===== config.mk =====
export PLATFORM = sky130hd
export DESIGN_NAME = icache_valid_lru
export DESIGN_NICKNAME = d
export VERILOG_FILES = /design/src/rtl/icache_valid_lru.sv
export SDC_FILE = /design/constraint.sdc
export NUM_CORES = 1
export LEC_CHECK = 0
export BUFFER_PORTS_ARGS = -buffer_cell sky130_fd_sc_hd__buf_2
export CELL_PAD_IN_SITES_DETAIL_PLACEMENT = 1
export CELL_PAD_IN_SITES_GLOBAL_PLACEMENT = 2
export CORE_UTILIZATION = 42
export CTS_CLUSTER_SIZE = 40
export DETAILED_ROUTE_END_ITERATION = 8
export PLACE_DENSITY = 0.92
export SLEW_MARGIN = 10
export SYNTH_ARGS = -nofsm -noshare
export SYNTH_HDL_FRONTEND = slang
export SYNTH_HIERARCHICAL = 1
export SYNTH_SLANG_ARGS = --single-unit

===== constraint.sdc =====
create_clock -name clk -period 4.43 [get_ports clk]
set_clock_uncertainty 0.05 [all_clocks]
set_input_delay 0.6645 -clock clk [delete_from_list [all_inputs] [get_ports clk]]
set_output_delay 0.6645 -clock clk [all_outputs]
set_load 0.01 [all_outputs]

===== src/rtl/icache_valid_lru.sv =====
// -----------------------------------------------------------------------------
// icache_valid_lru
//   Per-set valid and LRU state for a 2-way instruction cache (128 sets).
//   - Registered lookups for the fetch stage (read-before-write).
//   - Fill / hit / invalidate updates from the refill path, committed in IDLE.
//   - Full flush that sweeps one set per cycle (single-port SRAM friendly).
//
// Ports:
//   clk, rst             clock, synchronous active-high reset
//   rd_en/rd_idx         lookup request and set index
//   rd_vld/rd_lru        registered lookup result (bit0 = way 0), held when idle
//   hit_en/idx/way       mark hit_way MRU in hit_idx
//   fill_en/idx/way      set valid for fill_way, make it MRU
//   inv_en/inv_idx       clear both ways of inv_idx, lru = 0
//   flush_req            flush-all pulse
//   busy                 flush in progress (FLUSH + DONE)
//   flush_done           one-cycle pulse in the last busy cycle
// -----------------------------------------------------------------------------

// decoder_7_128: one-hot set select, all zeros when disabled
module decoder_7_128 (
  input  logic         en,
  input  logic [6:0]   idx,
  output logic [127:0] sel
);

  // One-hot decode of the set index
  always_comb begin
    sel = {128{1'b0}};
    if (en) begin
      sel[idx] = 1'b1;
    end else begin
      sel = {128{1'b0}};
    end
  end

endmodule

module icache_valid_lru #(
  parameter int SETS  = 128,
  parameter int IDX_W = 7
) (
  input  logic             clk,
  input  logic             rst,
  input  logic             rd_en,
  input  logic [IDX_W-1:0] rd_idx,
  output logic [1:0]       rd_vld,
  output logic             rd_lru,
  input  logic             hit_en,
  input  logic [IDX_W-1:0] hit_idx,
  input  logic             hit_way,
  input  logic             fill_en,
  input  logic [IDX_W-1:0] fill_idx,
  input  logic             fill_way,
  input  logic             inv_en,
  input  logic [IDX_W-1:0] inv_idx,
  input  logic             flush_req,
  output logic             busy,
  output logic             flush_done
);

  typedef enum logic [1:0] {
    ST_IDLE  = 2'd0,
    ST_FLUSH = 2'd1,
    ST_DONE  = 2'd2
  } state_t;

  state_t           state_r, state_s;
  logic [IDX_W-1:0] cnt_r, cnt_s;
  logic             idle_s;

  logic [SETS-1:0]  vld0_r, vld1_r, lru_r;
  logic [SETS-1:0]  vld0_s, vld1_s, lru_s;

  logic [SETS-1:0]  fill_sel_s, hit_sel_s, inv_sel_s, swp_sel_s;

  logic [1:0]       rd_vld_r;
  logic             rd_lru_r;
  logic             busy_r;
  logic             flush_done_r;

  assign idle_s = (state_r == ST_IDLE);

  // Updates are only accepted in IDLE; the sweep select is live only in FLUSH
  decoder_7_128 u_dec_fill (.en(fill_en & idle_s), .idx(fill_idx), .sel(fill_sel_s));
  decoder_7_128 u_dec_hit  (.en(hit_en  & idle_s), .idx(hit_idx),  .sel(hit_sel_s));
  decoder_7_128 u_dec_inv  (.en(inv_en  & idle_s), .idx(inv_idx),  .sel(inv_sel_s));
  decoder_7_128 u_dec_swp  (.en(state_r == ST_FLUSH), .idx(cnt_r), .sel(swp_sel_s));

  // Next-state and sweep counter
  always_comb begin
    state_s = state_r;
    cnt_s   = cnt_r;
    case (state_r)
      ST_IDLE: begin
        cnt_s = {IDX_W{1'b0}};
        if (flush_req) begin
          state_s = ST_FLUSH;
        end else begin
          state_s = ST_IDLE;
        end
      end
      ST_FLUSH: begin
        cnt_s = cnt_r + 7'd1;
        // Terminal on the last index itself, not on counter wrap
        if (cnt_r == 7'd127) begin
          state_s = ST_DONE;
        end else begin
          state_s = ST_FLUSH;
        end
      end
      ST_DONE: begin
        cnt_s   = {IDX_W{1'b0}};
        state_s = ST_IDLE;
      end
      default: begin
        cnt_s   = {IDX_W{1'b0}};
        state_s = ST_IDLE;
      end
    endcase
  end

  // FSM state, counter and registered status outputs
  always_ff @(posedge clk) begin
    if (rst) begin
      state_r      <= ST_IDLE;
      cnt_r        <= {IDX_W{1'b0}};
      busy_r       <= 1'b0;
      flush_done_r <= 1'b0;
    end else begin
      state_r      <= state_s;
      cnt_r        <= cnt_s;
      busy_r       <= (state_s != ST_IDLE);
      flush_done_r <= (state_s == ST_DONE);
    end
  end

  // Per-set update priority: sweep/inv clear, then fill, then hit
  always_comb begin
    vld0_s = vld0_r;
    vld1_s = vld1_r;
    lru_s  = lru_r;
    for (int s = 0; s < SETS; s++) begin
      if (swp_sel_s[s] | inv_sel_s[s]) begin
        vld0_s[s] = 1'b0;
        vld1_s[s] = 1'b0;
        lru_s[s]  = 1'b0;
      end else if (fill_sel_s[s]) begin
        if (fill_way == 1'b0) begin
          vld0_s[s] = 1'b1;
        end else begin
          vld1_s[s] = 1'b1;
        end
        lru_s[s] = ~fill_way;
      end else if (hit_sel_s[s]) begin
        lru_s[s] = ~hit_way;
      end else begin
        lru_s[s] = lru_r[s];
      end
    end
  end

  // Valid / LRU storage
  always_ff @(posedge clk) begin
    if (rst) begin
      vld0_r <= {SETS{1'b0}};
      vld1_r <= {SETS{1'b0}};
      lru_r  <= {SETS{1'b0}};
    end else begin
      vld0_r <= vld0_s;
      vld1_r <= vld1_s;
      lru_r  <= lru_s;
    end
  end

  // Registered lookup: reads pre-update contents, zero while flushing
  always_ff @(posedge clk) begin
    if (rst) begin
      rd_vld_r <= 2'b00;
      rd_lru_r <= 1'b0;
    end else if (rd_en) begin
      if (busy_r) begin
        rd_vld_r <= 2'b00;
        rd_lru_r <= 1'b0;
      end else begin
        rd_vld_r <= {vld1_r[rd_idx], vld0_r[rd_idx]};
        rd_lru_r <= lru_r[rd_idx];
      end
    end else begin
      rd_vld_r <= rd_vld_r;
      rd_lru_r <= rd_lru_r;
    end
  end

  assign rd_vld     = rd_vld_r;
  assign rd_lru     = rd_lru_r;
  assign busy       = busy_r;
  assign flush_done = flush_done_r;

endmodule

# Word level (Yosys, flattened, before mapping)
# Cells that the tools add are included.
dict set report totals {
  register_bits 398
  wordCells 1335
  out_inout_bits 5
}
dict set report classes {
  muxes 279
  n_addsub 1
  eq_ne 3
  bitwise_logic 134
  magnitude_cmp 9
  reduce_logical 519
}
# cell count
set op_table {}
lappend op_table {{2-to-1 mux 128 bit} 4}
lappend op_table {{AND reduction 2 bit} 256}
lappend op_table {{2-to-1 mux 1 bit} 265}
lappend op_table {{nonzero test 2 bit} 129}
lappend op_table {{OR reduction 2 bit} 129}
lappend op_table {{OR 1 bit} 128}
lappend op_table {{< comparator 7 x 8 -> 1 bit (second input constant)} 5}
lappend op_table {{demux 1 bit (select 7 bit)} 4}
lappend op_table {{greater-or-equal comparator 7 x 1 -> 1 bit (second input constant)} 4}
lappend op_table {{binary-select mux 1 bit (select 7 bit)} 3}
lappend op_table {{adder 7 x 1 -> 7 bit (second input constant)} 1}
lappend op_table {{== test 7 bit (second input constant)} 1}
lappend op_table {{logical AND 1 bit} 4}
lappend op_table {{2-to-1 mux 2 bit} 2}
lappend op_table {{one-hot mux 2 bit (2 select lines)} 1}
lappend op_table {{bitwise AND 1 bit} 3}
lappend op_table {{NOT 1 bit} 3}
lappend op_table {{== test 2 x 1 -> 1 bit (second input constant)} 1}
lappend op_table {{== test 2 bit (second input constant)} 1}
lappend op_table {{zero test 2 bit} 1}

# Longest topological paths before layout
dict set report logic_depth {
  word_depth 7
  ltp_mapped 10
  ltp_nobuf 7
}

# By module
# Netlist, hierarchy kept.
# module cells_per_inst n_inst area_per_inst_um2
set modules_own_cells {}
lappend modules_own_cells {icache_valid_lru 1928 1 18083.6}
lappend modules_own_cells {{decoder_7_128 (u_dec_hit ...)} 183 2 855.8}
lappend modules_own_cells {{decoder_7_128 (u_dec_swp)} 186 1 959.7}
lappend modules_own_cells {{decoder_7_128 (u_dec_fill)} 183 1 850.8}

# Worst setup path before layout
# OpenSTA, ideal clock, no wires.
dict set report synth_timing {
  path_kind {in2reg}
  startpoint {input hit_en}
  endpoint {register lru_r[88]}
  path_slack_ns 2.221
  setup_time_ns 0.058
  t_arrival_ns 2.101
  cell_stages 9
  path_buffers 3
  path_cell_list {and2_1 buf_2 or4b_1 buf_2 buf_6 nor2_1 nor2_1 a211oi_1 o21a_1}
}
dict set report synth_between {
  elab_chain_len 3
}
# item line
set synth_lines {}
lappend synth_lines {{from (decl)} 49} ;# input logic hit_en,
lappend synth_lines {{bitwise AND 1 bit} 86} ;# decoder_7_128 u_dec_hit (.en(hit_en & idle_s), .idx(hit_idx), .sel(hit_sel_s));
lappend synth_lines {{2-to-1 mux 128 bit} 30} ;# if (en) begin
lappend synth_lines {{via hit_sel_s[88]} 75} ;# logic [SETS-1:0] fill_sel_s, hit_sel_s, inv_sel_s, swp_sel_s;
lappend synth_lines {{nonzero test 2 bit (no line)} -}
lappend synth_lines {{to (signal assigned)} 168} ;# lru_r <= {SETS{1'b0}};
lappend synth_lines {{to (signal assigned)} 172} ;# lru_r <= lru_s;
lappend synth_lines {{to (decl)} 72} ;# logic [SETS-1:0] vld0_r, vld1_r, lru_r;
# The timed path passes the listed nets, and every way through them passes these cells.
# A chain may end at the register's enable or synchronous reset.

# Final worst setup path
dict set report layout_timing {
  startpoint {register state_r[0]}
  endpoint {register vld1_r[19]}
}
# item line
set layout_lines {}
lappend layout_lines {{from (decl)} 68} ;# state_t state_r, state_s;
lappend layout_lines {{from (signal assigned)} 131} ;# state_r <= state_s;
lappend layout_lines {{== test 2 x 1 -> 1 bit} 88} ;# decoder_7_128 u_dec_swp (.en(state_r == ST_FLUSH), .idx(cnt_r), .sel(swp_sel_s));
lappend layout_lines {{2-to-1 mux 128 bit} 30}
lappend layout_lines {{via swp_sel_s[19]} 75}
lappend layout_lines {{OR 1 bit} 144} ;# if (swp_sel_s[s] | inv_sel_s[s]) begin
lappend layout_lines {{OR reduction 2 bit (no line)} -}
lappend layout_lines {{to (signal assigned)} 167} ;# vld1_r <= {SETS{1'b0}};
lappend layout_lines {{to (signal assigned)} 171} ;# vld1_r <= vld1_s;
lappend layout_lines {{to (decl)} 72}
# The timed path passes the listed nets, and every way through them passes these cells.

==> run summary <==
outcome = complete, no violations
Yosys top cell by area = dfxtp_1
Synth Instances = 2,663
Tcrit/Tclk final = 73.6%
Max stage delay on crit path = 1.05 ns
Max FO, Critical Path = 10
die outline height = 229 um
Hold Path Class = input pin to register
P_int = 6.18 mW
max_slew headroom = 11.8%
Setup Buffers After CTS = 0
Yosys cell types = 40
EDFF count, synth = 0
core area = 0.0505 mm^2
achievable clock frequency = 307 MHz
leakage power = 7.83 nW
startpoint types = register
most frequent cell after synthesis = nor2_1
Primary FF master, synth = dfxtp_1
NetSw = 2.18 mW
# IOs = 42
Overflow after GRT = 0
Synthesized Nets = 2,701
combinational group share of total power = 8.8%
Slew @ Worst Pin = 1.32 ns
first-pass GRT wire length = 137,000 um
CP arrival = 3.68 ns
FF+latch count, synth = 398
critical path's most frequent cell = nor2b_1
port buffer count = 41
cts bufs inserted = 46
share of layout cells above drive strength 1 = 7.76%
clk slew on worst S/H paths = 0.05 ns
initial antenna violation count = 1
Via-to-Cell Ratio = 6.43
CTS tree = done
cell area power density = 354 mW/mm^2
worst skew pair latency = 0.60 ns
share of the synthesized area in the top cell type = 36.9%
Initial Util = 42.8%
worst reg-to-reg setup slack = 1.17 ns
CTS H-Tree Depth = 2
setup TNS = 0 ns
Fill cells = 6,002
GPL Wtd Cong = 0.911
Synth Cell Area = 0.0216 mm^2
diode count = 0
DRC Markers = 0
YS warnings = 6
largest net degree at the start of global routing = 110
average size of a mapped cell = 8.11 um^2
final setup fails = 0
post-CTS sizing = 0
Sw Ratio = 26.1%
drt total wl = 92,200 um
vias post-DR = 21,121
final core occ = 46.8%
required time of the critical path = 4.85 ns
Async SR Flop Fraction = 0%
Worst setup EP type = register
CP cell instances = nor2b_1 > nand4b_1 > buf_4 > nor2_1 > nor3_1 > nor2b_1
Commonest cells post-synth = 635 x nor2_1, 398 x dfxtp_1, 261 x nor2b_1, 256 x o21a_1, 192 x mux2i_1
Post-Place Setup Slack = 1.18 ns
Crit-path slowest cell = nand4b_1
RSZ-0062 raised after global routing = false
max cap viols = 0
final hold vios = 0
Crit Path Class = register to register
vias in the first global route = 21,936
routed length per instance = 28.1 um
GRT Total Usage = 34.6%
Pre-antenna DRT Iters = 5
die area = 0.0524 mm^2
Root Buffer = clkbuf_16
setup slack after layout = 1.17 ns
CTS sink count = 398
Slew Limit Fails = 0
Chip Width = 229 um
maximum VDD drop = 0.231 mV
sequential area share after synthesis = 36.9%
Seq pwr share = 43.1%
Max Root-Sink Buffers = 3
area grow syn2layout = 9.24%
initial drt markers = 2,266
post-route ant nets = 0
CP delay by family, top = simple AND/OR/NAND/NOR gates
CP Buf/Inv Count = 1
cts hold-fix bufs = 0
floorplan row count = 82
Clk pwr share = 48.1%
min Tclk post-route = 3.26 ns
post-DP HPWL = 58,000 um
top cells by area, synth = dfxtp_1 37%, nor2_1 11%, mux2i_1 8.9%
final net count = 2,620
-- registers in the layout, indices dropped and copies added (netlist names) --
| register | cells |
|---|---|
| lru_r | 128 |
| vld1_r | 128 |
| rd_vld | 2 |
| busy | 1 |
| vld0_r | 128 |
| state_r | 2 |
| rd_lru | 1 |
| cnt_r | 7 |
| flush_done | 1 |
-- cells in the final DEF (no fill, tap or decap), types with 3 or more instances in the layout --
| cell | Yosys | layout |
|---|---|---|
| mux2i_1 | 192 | 192 |
| nor2_4 | 4 | 5 |
| dfxtp_1 | 398 | 398 |
| buf_2 | 33 | 37 |
| o41ai_1 | 12 | 12 |
| o21ai_1 | 3 | 3 |
| buf_12 | 7 | 6 |
| nand2b_1 | 6 | 6 |
| a211oi_1 | 128 | 128 |
| clkbuf_8 | 0 | 9 |
| clkinvlp_4 | 0 | 3 |
| clkinv_2 | 0 | 8 |
| nor2_2 | 6 | 6 |
| nand4b_1 | 28 | 28 |
| nand4_1 | 11 | 11 |
| a21oi_1 | 176 | 176 |
| nand4bb_1 | 37 | 31 |
| o21a_1 | 256 | 256 |
| clkbuf_1 | 157 | 8 |
| nor3_1 | 136 | 136 |
| nand4bb_2 | 0 | 6 |
| or4b_1 | 9 | 6 |
| bufinv_16 | 0 | 5 |
| buf_4 | 6 | 49 |
| nand2_1 | 9 | 9 |
| clkbuf_16 | 0 | 47 |
| a22oi_1 | 96 | 96 |
| and2_1 | 5 | 4 |
| xnor2_1 | 3 | 3 |
| nor2_1 | 635 | 634 |
| or4_1 | 4 | 4 |
| nor2b_1 | 261 | 259 |
| or4b_2 | 11 | 14 |
-- metal layers --
layer	share of wire [%]	global-route usage [%]	up-vias
met2	44	54.8	1102
met1	40	44.0	10471
li1	-	-	9210
met4	7.0	21.5	0
met5	0	0	-
met3	9.2	5.68	338
-- logic make-up after synthesis --
logic type	share of synthesized area [%]
AOI/OAI and AO/OA	21.4
xor gates and xnor gates	0.203
adders and majority gates	0.0579
buffers and inverters	5.34
DFF	36.9
muxes	8.90
and+or+nand+nor	27.3
-- layout make-up --
class / instances / area, um^2 / area share [%]
Clock buffer: 64 / 1330 / 5.64
Tap cell: 672 / 841 / 3.56
Clock inverter: 17 / 221 / 0.938
Sequential cell: 398 / 7970 / 33.8
Inverter: 1 / 3.75 / 0.0159
Multi-Input combinational cell: 2041 / 12500 / 53.1
Timing Repair Buffer: 94 / 699 / 2.96
-- power by group through the flow --
stage               Clock (mW)  Combinational [mW]  Sequential (mW)
finish                    4.02               0.733             3.61
global route              4.19               0.752             3.61
CTS                       4.05               0.708             3.61
detailed placement           0               0.705             3.69
global placement             0               0.689             3.68
floorplan                    0               0.461             3.68
-- metrics by stage --
| step | cells | power [mW] | cell area (um^2) | hold WS [ns] |
|---|---|---|---|---|
| 2_1_floorplan | 2663 | 4.14 | 21600 | 0.387 |
| 3_3_place_gp | 3206 | 4.37 | 22000 | 0.397 |
| 3_5_place_dp | 3206 | 4.39 | 22000 | 0.402 |
| 4_1_cts | 3287 | 8.36 | 23600 | 0.299 |
| 5_1_grt | 3287 | 8.54 | 23600 | 0.333 |
| 6_report | 3287 | 8.36 | 23600 | 0.309 |
-- path summary, 6_finish.rpt --
kind / start / to / depth (start not counted)
min: flush_req / busy$_SDFF_PP0_ / 3
min reg2reg: vld0_r[4]$_SDFFE_PP0P_ / vld0_r[4]$_SDFFE_PP0P_ / 1
max: state_r[0]$_SDFF_PP0_ / vld1_r[19]$_SDFFE_PP0P_ / 6
max reg2reg: state_r[0]$_SDFF_PP0_ / vld1_r[19]$_SDFFE_PP0P_ / 6
-- tightest hold or removal path: stages --
cell and delay (ns):
buf_2 0.09, o21ai_0 0.10, inv_1 0.06
No activity file was read; power rests on OpenSTA's default activity.
